## config.mk

```make
export PLATFORM = sky130hd
export DESIGN_NAME = mem_stage
export DESIGN_NICKNAME = d
export VERILOG_FILES = /design/src/rtl/mem_pkg.sv /design/src/rtl/Mux.sv /design/src/rtl/Reg.sv /design/src/rtl/mem_access_ctrl.sv /design/src/rtl/mem_stage.sv
export SDC_FILE = /design/constraint.sdc
export NUM_CORES = 1
export LEC_CHECK = 0
export CAP_MARGIN = 20
export CORE_ASPECT_RATIO = 0.7
export CORE_UTILIZATION = 38
export DETAILED_ROUTE_END_ITERATION = 8
export GPL_TIMING_DRIVEN = 0
export PLACE_DENSITY = 0.78
export SLEW_MARGIN = 20
export SYNTH_ARGS = -nofsm -noshare
export SYNTH_HDL_FRONTEND = slang
export SYNTH_SLANG_ARGS = --single-unit
```

## constraint.sdc

```tcl
create_clock -name clk -period 2.4 [get_ports clk]
set_input_delay 0.48 -clock clk [delete_from_list [all_inputs] [get_ports clk]]
set_output_delay 0.48 -clock clk [all_outputs]
set_load 0.02 [all_outputs]
```

## src/rtl/mem_pkg.sv

```systemverilog
// Shared types and constants for the memory pipeline stage and its access controller.
package mem_pkg;

   typedef enum logic [0:0] {
      IDLE = 1'b0,
      BUSY = 1'b1
   } mem_state_e;

   // Bit positions inside flags_in = {overflow, carryout, negative, zero}
   localparam int ZERO  = 0;
   localparam int NEG   = 1;
   localparam int CARRY = 2;
   localparam int OVF   = 3;

   localparam int TIMEOUT_DEFAULT = 16;
   localparam int WAIT_W          = 8;

   function automatic logic is_mem_op(input logic valid, input logic rd, input logic wr);
      return valid & (rd | wr);
   endfunction

endpackage

```

## src/rtl/Mux.sv

```systemverilog
// Generic two-input multiplexer: sel=0 picks in0, sel=1 picks in1.
module Mux #(
   parameter int W = 32
) (
   input  logic         sel,
   input  logic [W-1:0] in0,
   input  logic [W-1:0] in1,
   output logic [W-1:0] out
);

   assign out = sel ? in1 : in0;

endmodule

```

## src/rtl/Reg.sv

```systemverilog
// Generic pipeline register with synchronous active-high clear and load enable.
module Reg #(
   parameter int W = 32
) (
   input  logic         clk,
   input  logic         reset,
   input  logic         en,
   input  logic [W-1:0] d,
   output logic [W-1:0] q
);

   always_ff @(posedge clk) begin
      if (reset) begin
         q <= '0;
      end else if (en) begin
         q <= d;
      end
   end

endmodule

```

## src/rtl/mem_access_ctrl.sv

```systemverilog
// IDLE/BUSY handshake controller for the data-memory bus, with wait counter,
// timeout abort and sticky error flag.
module mem_access_ctrl
   import mem_pkg::*;
#(
   parameter int TIMEOUT = TIMEOUT_DEFAULT
) (
   input  logic clk,
   input  logic reset,
   input  logic mem_op,
   input  logic mem_ack,
   output logic busy,
   output logic accept,
   output logic ack_done,
   output logic timeout_hit,
   output logic stall,
   output logic mem_req,
   output logic mem_err
);

   localparam logic [WAIT_W-1:0] TIMEOUT_CNT = TIMEOUT[WAIT_W-1:0];

   mem_state_e        state_reg, state_next;
   logic [WAIT_W-1:0] wait_reg, wait_next, wait_inc;
   logic              req_reg, req_next;
   logic              err_reg, err_next;

   always_ff @(posedge clk) begin
      if (reset) begin
         state_reg <= IDLE;
         wait_reg  <= '0;
         req_reg   <= 1'b0;
         err_reg   <= 1'b0;
      end else begin
         state_reg <= state_next;
         wait_reg  <= wait_next;
         req_reg   <= req_next;
         err_reg   <= err_next;
      end
   end

   assign wait_inc = wait_reg + 8'd1;

   always_comb begin
      state_next  = state_reg;
      wait_next   = wait_reg;
      req_next    = 1'b0;
      err_next    = err_reg;
      accept      = 1'b0;
      ack_done    = 1'b0;
      timeout_hit = 1'b0;
      stall       = 1'b0;
      case (state_reg)
         IDLE: begin
            if (mem_op) begin
               accept     = 1'b1;
               stall      = 1'b1;
               req_next   = 1'b1;
               wait_next  = '0;
               state_next = BUSY;
            end
         end
         BUSY: begin
            if (mem_ack) begin
               ack_done   = 1'b1;
               wait_next  = '0;
               state_next = IDLE;
            end else if (wait_inc == TIMEOUT_CNT) begin
               // An abort retires the instruction like an ack, so stall is
               // released here; otherwise the held op would be re-issued.
               timeout_hit = 1'b1;
               err_next    = 1'b1;
               wait_next   = '0;
               state_next  = IDLE;
            end else begin
               stall     = 1'b1;
               req_next  = 1'b1;
               wait_next = wait_inc;
            end
         end
         default: state_next = IDLE;
      endcase
   end

   assign busy    = (state_reg == BUSY);
   assign mem_req = req_reg;
   assign mem_err = err_reg;

endmodule

```

## src/rtl/mem_stage.sv

```systemverilog
// Memory pipeline stage: drives the data-memory bus for loads/stores, resolves
// branches and registers the write-back bundle.
module mem_stage
   import mem_pkg::*;
#(
   parameter int TIMEOUT = TIMEOUT_DEFAULT
) (
   input  logic        clk,
   input  logic        reset,
   input  logic        valid_in,
   input  logic [31:0] alu_in,
   input  logic [31:0] reg2_in,
   input  logic [4:0]  wsel_in,
   input  logic [3:0]  flags_in,
   input  logic [31:0] branch_in,
   input  logic        ctr_mem_read,
   input  logic        ctr_mem_write,
   input  logic        ctr_branch,
   input  logic        ctr_reg_write,
   input  logic        ctr_mem_to_reg,
   output logic [31:0] mem_addr,
   output logic [31:0] mem_wdata,
   output logic        mem_req,
   output logic        mem_we,
   input  logic [31:0] mem_rdata,
   input  logic        mem_ack,
   output logic        stall,
   output logic        pc_src,
   output logic [31:0] pc_branch,
   output logic [31:0] wb_data,
   output logic [4:0]  wb_wsel,
   output logic        wb_reg_write,
   output logic        wb_valid,
   output logic        mem_err
);

   logic        mem_op;
   logic        busy, accept, ack_done, timeout_hit;
   logic        alu_issue, wb_load;
   logic [4:0]  wsel_hold;
   logic        rw_hold;
   logic [31:0] alu_value, wb_data_next;
   logic [4:0]  wb_wsel_next;
   logic        wb_valid_next, wb_reg_write_next;
   logic        unused_inputs;

   assign mem_op = is_mem_op(valid_in, ctr_mem_read, ctr_mem_write);

   mem_access_ctrl #(
      .TIMEOUT (TIMEOUT)
   ) u_ctrl (
      .clk         (clk),
      .reset       (reset),
      .mem_op      (mem_op),
      .mem_ack     (mem_ack),
      .busy        (busy),
      .accept      (accept),
      .ack_done    (ack_done),
      .timeout_hit (timeout_hit),
      .stall       (stall),
      .mem_req     (mem_req),
      .mem_err     (mem_err)
   );

   // Bus-side registers are captured once, when the op is accepted, so they
   // stay stable for the whole access.
   Reg #(.W(32)) u_addr_reg  (.clk(clk), .reset(reset), .en(accept), .d(alu_in),  .q(mem_addr));
   Reg #(.W(32)) u_wdata_reg (.clk(clk), .reset(reset), .en(accept), .d(reg2_in), .q(mem_wdata));
   Reg #(.W(1))  u_we_reg    (.clk(clk), .reset(reset), .en(accept), .d(ctr_mem_write), .q(mem_we));
   Reg #(.W(5))  u_wsel_hold (.clk(clk), .reset(reset), .en(accept), .d(wsel_in), .q(wsel_hold));
   Reg #(.W(1))  u_rw_hold   (.clk(clk), .reset(reset), .en(accept),
                              .d(ctr_reg_write & ~ctr_mem_write), .q(rw_hold));

   // While busy the inputs are the held memory op itself, never a new instruction.
   assign alu_issue = valid_in & ~mem_op & ~busy;
   assign wb_load   = ack_done & ~mem_we;
   assign alu_value = busy ? mem_addr : alu_in;

   Mux #(.W(32)) u_wb_mux (
      .sel (wb_load),
      .in0 (alu_value),
      .in1 (mem_rdata),
      .out (wb_data_next)
   );

   assign wb_valid_next     = alu_issue | ack_done | timeout_hit;
   assign wb_reg_write_next = (alu_issue & ctr_reg_write) | (ack_done & rw_hold);
   assign wb_wsel_next      = busy ? wsel_hold : wsel_in;

   Reg #(.W(32)) u_wb_data  (.clk(clk), .reset(reset), .en(wb_valid_next), .d(wb_data_next), .q(wb_data));
   Reg #(.W(5))  u_wb_wsel  (.clk(clk), .reset(reset), .en(wb_valid_next), .d(wb_wsel_next), .q(wb_wsel));
   Reg #(.W(1))  u_wb_valid (.clk(clk), .reset(reset), .en(1'b1), .d(wb_valid_next), .q(wb_valid));
   Reg #(.W(1))  u_wb_rw    (.clk(clk), .reset(reset), .en(1'b1), .d(wb_reg_write_next), .q(wb_reg_write));

   assign pc_src    = valid_in & ctr_branch & flags_in[ZERO] & ~stall;
   assign pc_branch = branch_in;

   // Only the zero flag steers branches; a load always returns read data.
   assign unused_inputs = ^{flags_in[OVF], flags_in[CARRY], flags_in[NEG], ctr_mem_to_reg};

endmodule

```

==> summary by stage, run 1 <==
Synth
The fraction of the mapped netlist area in simple logic gates is 0.210. Yosys mapped a number of flops with a built-in enable equal to 0. Measured against the total synthesized area, the mux share comes to 0.121. The yosys synthesis warning count is 0.

The average instance in the mapped netlist occupies 8.08 sq um. The dominant cell by count in the synthesized netlist is nand2_1. The adder-cell area share of the yosys netlist is 0.00413. In the synthesized netlist, the number of instances is between 700 and 800. The number of register bits inferred by synthesis is 120. Ranked by total cell area, the synthesized netlist is headed by dfxtp_1 40%, a21oi_1 9.8%, nand2_1 9.1%, mux2i_1 6.1%, mux2_1 4.1%. For this run, the leading register cell type out of synthesis is dfxtp_1. The fraction of registers with async set or reset after synthesis is 0. The complex-gate fraction of the synthesized area is 0.178. The synthesized netlist net count is 897.

The largest area contributor in the netlist is dfxtp_1. The number of unique standard cell types used by synthesis is between 40 and 50. The part of the Yosys area used for sequential elements is 0.397. Ranked by instance count, the synthesized netlist is headed by 146 x nand2_1, 120 x dfxtp_1, 118 x a21oi_1. Of the total synthesized cell area, the portion taken by XOR and XNOR cells is 0.00145.

The synthesized cell area is 6050 sq um. By area, the combinational part of the netlist is dominated by simple AND/OR/NAND/NOR gates. Of the post-synthesis cell area, the dominant cell type holds 0.397.

Critical path
The worst setup path is launched from a flop. The arrival time of data at the critical path endpoint is ~2.5 ns. The end of the worst register-to-register path is u_wb_data.q[22]. In this design, the stage delay of the slowest critical-path cell is approximately 0.51 ns.

For this design, the slowest cell found on the critical path is or4_4. The most numerous cell type found on the critical path is buf_6. The critical path is of the reg -> out type. Traced cell by cell, the critical path runs through buf_6 -> and4_4 -> or4_4 -> o311a_4 -> or2_4 -> buf_12 -> a211oi_4 -> buf_6. The start of the worst register-to-register path is u_ctrl.wait_reg[0]. Along the worst path, the maximum fanout reaches 4. The setup check on the worst reg-to-reg path leaves a slack of -0.11 ns. The critical path required time is roughly 1.9 ns. The kind of end point of the critical path is an output pin.

The worst reg-to-reg path cell count is 10.

Timing
Setup repair after global routing could not meet its margin everywhere. Setup violations remaining at the end of the flow were counted as 33. The top achievable clock speed is roughly 340 MHz. After layout, the worst setup slack is -0.561 ns. The relative slew slack is 0.421.

At the pin with the least slew margin, the transition time is around 0.87 ns. The final worst clock skew is between 0.009 and 0.01 ns. In the finished design, the share of the clock period the worst path needs comes to 1.23. The final hold violation count came to 0. Counting I/O delays and the setup requirement, the final critical path takes around 3.0 ns. The number of pins with negative max-slew slack in the final report is 0.

Die
The floorplan step set the die height to about 110 um. In this run the count of I/O pins placed on the die edge is roughly 290. The initial standard-cell utilization of the core is 0.389. In this run the horizontal extent of the chip is between 150 and 200 um. The row count is 38. The floorplan step defined a core boundary enclosing 15,500 sq um. The die covers ~16,000 sq um.

Cells and area
The fraction of layout instances using a drive strength above 1 is 0.149. The antenna cell count is 0. The largest registers in the layout are u_addr_reg.q: 32 flops, u_wb_data.q: 32 flops, u_wdata_reg.q: 32 flops.

The layout overhead on the synthesized area is 61.0%. After routing the design area is approximately 10000 sq um. The final cell count without fillers is between 1,000 and 1,500. The net count of the finished layout is 1,182.

Clocking
CTS built an H-tree with a depth of 4. The tree is rooted in a clkbuf_16. The maximum buffer depth of the clock tree is 2. The CTS tree is yes. The latest clock arrival within the worst-skew pair is 0.41 ns. Clock tree synthesis found a total of 120 sinks.

Counting the buffers created by CTS gives 17. The CTS clock-pin slew for the worst setup and hold paths is roughly 0.05 ns.

Pwr
The worst-case IR drop observed on VDD is 386 uV. For this design the static power due to leakage is approximately 0.0036 uW. Power spread over the standard cell area amounts to 613 nW/um^2.

Flow run
The number of max-cap violations is 0.

Outcome
The checks that failed: negative setup slack. The flow ran to the end, but the final reports show violations.

Worst hold path
The startpoint of the worst hold path is u_wdata_reg.q[21]. The worst hold path was traced through 2 stages. In this run the worst hold path is classified as reg -> reg. The worst hold path terminates at u_wdata_reg.q[21].

GRT
The via count of the first global-routing pass is about 6,100. The initial antenna violation count is 0. The pin count of the biggest net entering global routing is 17. The total track usage is 0.261. For this run the aggregate overflow at the end of global routing stands at 0.

The first-pass GRT wire length is ~33,000 um.

Drt
The via-per-instance ratio is 5.27. The routed layout has around 6,600 vias. After detailed routing, the average wire length per cell comes to between 15 and 20 um. The remaining antenna violation count is 0. For this block, the initial DRC count from the detailed router was between 400 and 500. For this run, the detailed router's first-pass iteration total came to 5. The total DRC errors in the routed layout is 0.

The overall routed net length is 22,000 um.

Place
The total placed cells including tap cells is around 1,200. The final weighted congestion in routability-driven placement is between 0.8 and 0.9. The post-DP HPWL is 15,400 um. Once placement finished, the instance area stood at 8830 sq um.

The number of buffers added on ports is 249.
-- cell type report --
class / instances / area [sq um]
Buffer: 93 / 578
Clock buffer: 21 / 480
Clock inverter: 8 / 73.8
Fill cell: 1363 / 5810
Inverter: 2 / 7.51
Multi-Input combinational cell: 532 / 3260
Sequential cell: 120 / 2410
Tap cell: 200 / 250
Timing Repair Buffer: 268 / 2690
-- worst max path at each step --
stage                        from      to  slack, ns  cells past startpoint
2_1_floorplan  u_ctrl.wait_reg[0]  pc_src      -0.07                      7
3_3_place_gp       u_ctrl.mem_req   stall      -1.10                      6
3_5_place_dp       u_ctrl.mem_req   stall      -1.16                      6
4_1_cts        u_ctrl.wait_reg[0]  pc_src      -0.57                      8
5_1_grt        u_ctrl.wait_reg[4]  pc_src      -0.63                      7
6_report       u_ctrl.wait_reg[0]  pc_src      -0.56                      8
-- per-layer routing --
| layer | wire length (um) | track usage | part of all wire |
|---|---|---|---|
| met1 | 10200 | 0.354 | 0.47 |
| met2 | 10000 | 0.418 | 0.46 |
| met3 | 1590 | 0.0688 | 0.072 |
| met4 | 130 | 0.0505 | 0.0059 |
| met5 | 0 | 0 | 0 |
-- power breakdown --
part | leakage, uW | total (uW) | switching [uW] | internal (uW)
Combinational | 0.00236 | 1340 | 693 | 647
Clock | 0.000272 | 2420 | 909 | 1510
Sequential | 0.000983 | 2210 | 88.4 | 2120
Total | 0.00361 | 5970 | 1690 | 4280
-- metrics by stage --
| step | power, uW | worst slack, ns | utilization | TNS [ns] | hold slack (ns) |
|---|---|---|---|---|---|
| floorplan | 2900 | -0.0656 | - | -0.0656 | 0.432 |
| global placement | 3540 | -1.10 | 0.568 | -43.95 | 0.439 |
| detailed placement | 3560 | -1.16 | 0.568 | -48.34 | 0.446 |
| CTS | 5980 | -0.570 | 0.613 | -1.14 | 0.453 |
| global route | 6200 | -0.627 | 0.627 | -5.22 | 0.472 |
| finish | 5970 | -0.561 | 0.627 | -3.26 | 0.453 |
-- kinds of logic (layout without fill, tap and decap cells) --
family,after synthesis,after routing
AO/OA/AOI/OAI,176,176
XOR/XNOR,1,1
adder cells (fa/ha/maj),2,2
buffers and inverters,97,392
flip-flops,120,120
multiplexers,69,69
AND/OR/NAND/NOR,284,284
-- placed cells by master, fill, tap and decap left out, drive strengths merged, types with 2 or more instances in the layout --
master,count
nand3,34
dfxtp,120
nand4,3
ha,2
nor2,46
or4,3
o21ai,5
nand2,146
nand3b,5
a21o,3
a22oi,2
a311oi,6
mux2i,37
inv,2
o211ai,33
clkinvlp,2
nor2b,4
clkdlybuf4s50,246
nand2b,3
mux2,32
or3,32
clkbuf,67
clkinv,5
a21oi,118
buf,68
a32oi,2
or2,2
nor3,4
-- worst max-delay path, delay by kind of cell (launching register included) --
family	cells	cell delay, ns
buf+inv	3	0.41
simple gates	3	0.93
flops	1	0.35
compound gates	2	0.38
-- repair_timing --
item | 4_1_cts | 5_1_grt
cloned | 0 | 3
setup buffers | 11 | 5
pin swaps | 7 | 19
gates resized for setup | 37 | 36
hold buffers | 0 | 0
endpoints found under the setup margin | 59 | 60
No activity file was read; power rests on OpenSTA's default activity.
==> run 2: changes to the inputs <==
--- a/config.mk
+++ b/config.mk
@@ -5,7 +5,7 @@
 export SDC_FILE = /design/constraint.sdc
 export NUM_CORES = 1
 export LEC_CHECK = 0
-export CAP_MARGIN = 20
+export CAP_MARGIN = 5
 export CORE_ASPECT_RATIO = 0.7
 export CORE_UTILIZATION = 38
 export DETAILED_ROUTE_END_ITERATION = 8
==> results of run 2 <==
Final layout, timing and power as in run 1 (identical DEF).
==> run 3: changes to the inputs <==
==> constraint.sdc (replaced) <==
create_clock -name clk -period 2.7 [get_ports clk]
set_input_delay 0.54 -clock clk [delete_from_list [all_inputs] [get_ports clk]]
set_output_delay 0.54 -clock clk [all_outputs]
set_load 0.02 [all_outputs]
==> summary by stage, run 3 (synthesized netlist as in run 1, its figures left out) <==
Outcome
The checks that failed: negative setup slack. The run finished, with violations left.

Pwr
IR analysis of the VDD net gives a maximum drop of around 360 uV. The power per unit of standard cell area is slightly below 600 nW/um^2. The leakage power summed over all cells is ~0.0035 uW. The post-layout total power is roughly 5600 uW.

Cells and area
Of the cells placed in the final design, the portion with a size suffix greater than 1 is 0.130. In the layout the commonest cells are 247 x clkdlybuf4s50_1, 143 x nand2_1, 118 x a21oi_1. The layout overhead on the synthesized area is 58.9%.

The utilization after layout is 0.619. 0 antenna diodes ended up in the layout. Leaving out fill and tap cells, the most frequent cell in the layout is clkdlybuf4s50_1. For this run, the post-layout net count is between 1,000 and 1,500. The largest registers in the layout are u_addr_reg.q: 32 flops, u_wb_data.q: 32 flops, u_wdata_reg.q: 32 flops. The post-route standard cell area excluding fillers is between 9000 and 10,000 sq um.

Critical path
The end of the worst register-to-register path is u_wb_data.q[2]. The endpoint of the most critical setup path is pc_src. The critical path required time is roughly 2.2 ns. The critical path starts at u_ctrl.wait_reg[1]. The kind of end point of the critical path is an output pin. The startpoint kind of the worst setup timing path is a flop. In this run the worst path has a maximum fanout of 4. The worst reg-to-reg path cell count is 10. The type of the setup path with the least slack is reg -> out. Data on the critical path arrives at its endpoint at between 2 and 2.5 ns. The setup check on the worst reg-to-reg path leaves a slack of approximately 0.090 ns.

The startpoint identified for the worst register-to-register timing path is u_ctrl.wait_reg[1].

GRT
The via count of the first global-routing pass is 6,069. The first-pass GRT wire length is approximately 32,000 um. The initial antenna violation count is 0. For this run the aggregate overflow at the end of global routing stands at 0.

For this run, the total global-route usage over all layers was measured as 0.254. The pin count of the biggest net entering global routing is 19.

Place
The post-placement setup slack is -0.992 ns. After legalization and detailed placement, the total HPWL measured 15,200 um. Routability-driven placement finished with a final weighted congestion of 0.848.

The instance area at placement is approximately 9000 sq um. The number of buffers added on ports is between 200 and 250.

Drt
In the routed design, unresolved DRC markers number 0. The DRC marker count from the first detailed-route iteration is around 440. The pre-antenna-repair detailed-routing pass consisted of 5 iterations. The via count is 6,476.

Wires add up to between 20,000 and 25,000 um. Dividing the detail-routed wire length by the instance count gives 17.1 um. The remaining antenna violation count is 0. The via-per-instance ratio is approximately 5.2.

Timing
Setup slack on the critical path of the routed design comes to -0.172 ns. The final hold violation count is 0. Final hold analysis gives a worst-case slack of around 0.45 ns. Setup repair after global routing could not meet its margin everywhere. At the pin with the least slew margin, the transition time is 0.981 ns.

The final worst clock skew is 0.00882 ns. The number of setup violations in the final report is 2. Counting I/O delays and the setup requirement, the final critical path takes 2.87 ns.

The top achievable clock speed is 348 MHz. The number of pins with negative max-slew slack in the final report came to 0. Dividing the final minimum period by the clock period gives 1.06.

The relative slew slack is 0.346.

Clocking
The CTS clock-pin slew for the worst setup and hold paths is ~0.050 ns. The count of hold-fix buffers inserted at cts is 0. The clock sink total is 120. The latest clock arrival within the worst-skew pair is about 0.4 ns. The H-tree was split into 4 levels.

In this run, CTS created clock tree buffers numbering 17. The CTS tree is yes. In this run the deepest clock path goes through 2 buffers. The master cell of the clock root buffer is clkbuf_16.

Die
The initial standard-cell utilization of the core is 0.389. The floorplan step defined a die boundary enclosing between 15,000 and 20,000 sq um. 286 I/O pins were placed. The width of the die is roughly 150 um. The height of the die is about 110 um.

The row count is 38. The area of the placeable core is 15,500 sq um.

Flow run
The tool flagged a number of max-cap violations equal to 0.

Worst hold path
The worst hold path belongs to the class reg -> reg.
[run 3: worst min path at each step]
stage	endpoint	cells after the start	from	slack, ns
4_1_cts	u_wsel_hold.q[1]	2	u_wsel_hold.q[1]	0.45
3_3_place_gp	u_wdata_reg.q[30]	2	u_wdata_reg.q[30]	0.44
6_report	u_wsel_hold.q[0]	2	u_wsel_hold.q[0]	0.45
3_5_place_dp	u_wsel_hold.q[1]	2	u_wsel_hold.q[1]	0.45
5_1_grt	u_wdata_reg.q[7]	2	u_wdata_reg.q[7]	0.47
2_1_floorplan	u_rw_hold.q	2	u_rw_hold.q	0.43
[run 3: power by group]
| group | internal, uW | leakage (uW) | switching, uW | total, uW |
|---|---|---|---|---|
| clock network | 1550 | 0.000303 | 876 | 2420 |
| registers | 1880 | 0.000984 | 78.0 | 1960 |
| logic | 572 | 0.00224 | 602 | 1170 |
[run 3: critical path: stages, from the launching register on]
cell      delay (ns)
dfxtp_4         0.37
ha_4            0.16
nand3_4         0.08
or4_4           0.52
o311a_4         0.15
or2_4           0.28
a211oi_4        0.22
buf_6           0.14
[run 3: layer usage]
metal / wire (um) / share of wire / GRT usage
met1: 9730 / 0.46 / 0.345
met2: 9380 / 0.44 / 0.390
met3: 1850 / 0.088 / 0.0809
met4: 187 / 0.0088 / 0.0556
met5: 0 / 0 / 0
[run 3: timing repair]
| action | CTS | global route |
|---|---|---|
| pin swaps | 8 | 4 |
| resized for setup | 36 | 13 |
| setup endpoints to repair | 15 | 32 |
| buffers inserted | 11 | 2 |
[run 3: cell type report]
cell class,instances,area (sq um)
inverters,2,7.51
fillers,1402,5930
multi-input cells,532,3190
flip-flops and latches,120,2410
well taps,200,250
clock inverters,15,203
plain buffers,91,536
repair buffers,262,2600
clock buffers,17,425
[run 3: through the flow]
| step | TNS [ns] | cells |
|---|---|---|
| global placement | -20.45 | 1198 |
| finish | -0.286 | 1239 |
| detailed placement | -26.74 | 1198 |
| floorplan | 0 | 749 |
| global route | -0.383 | 1239 |
| CTS | -0.333 | 1237 |
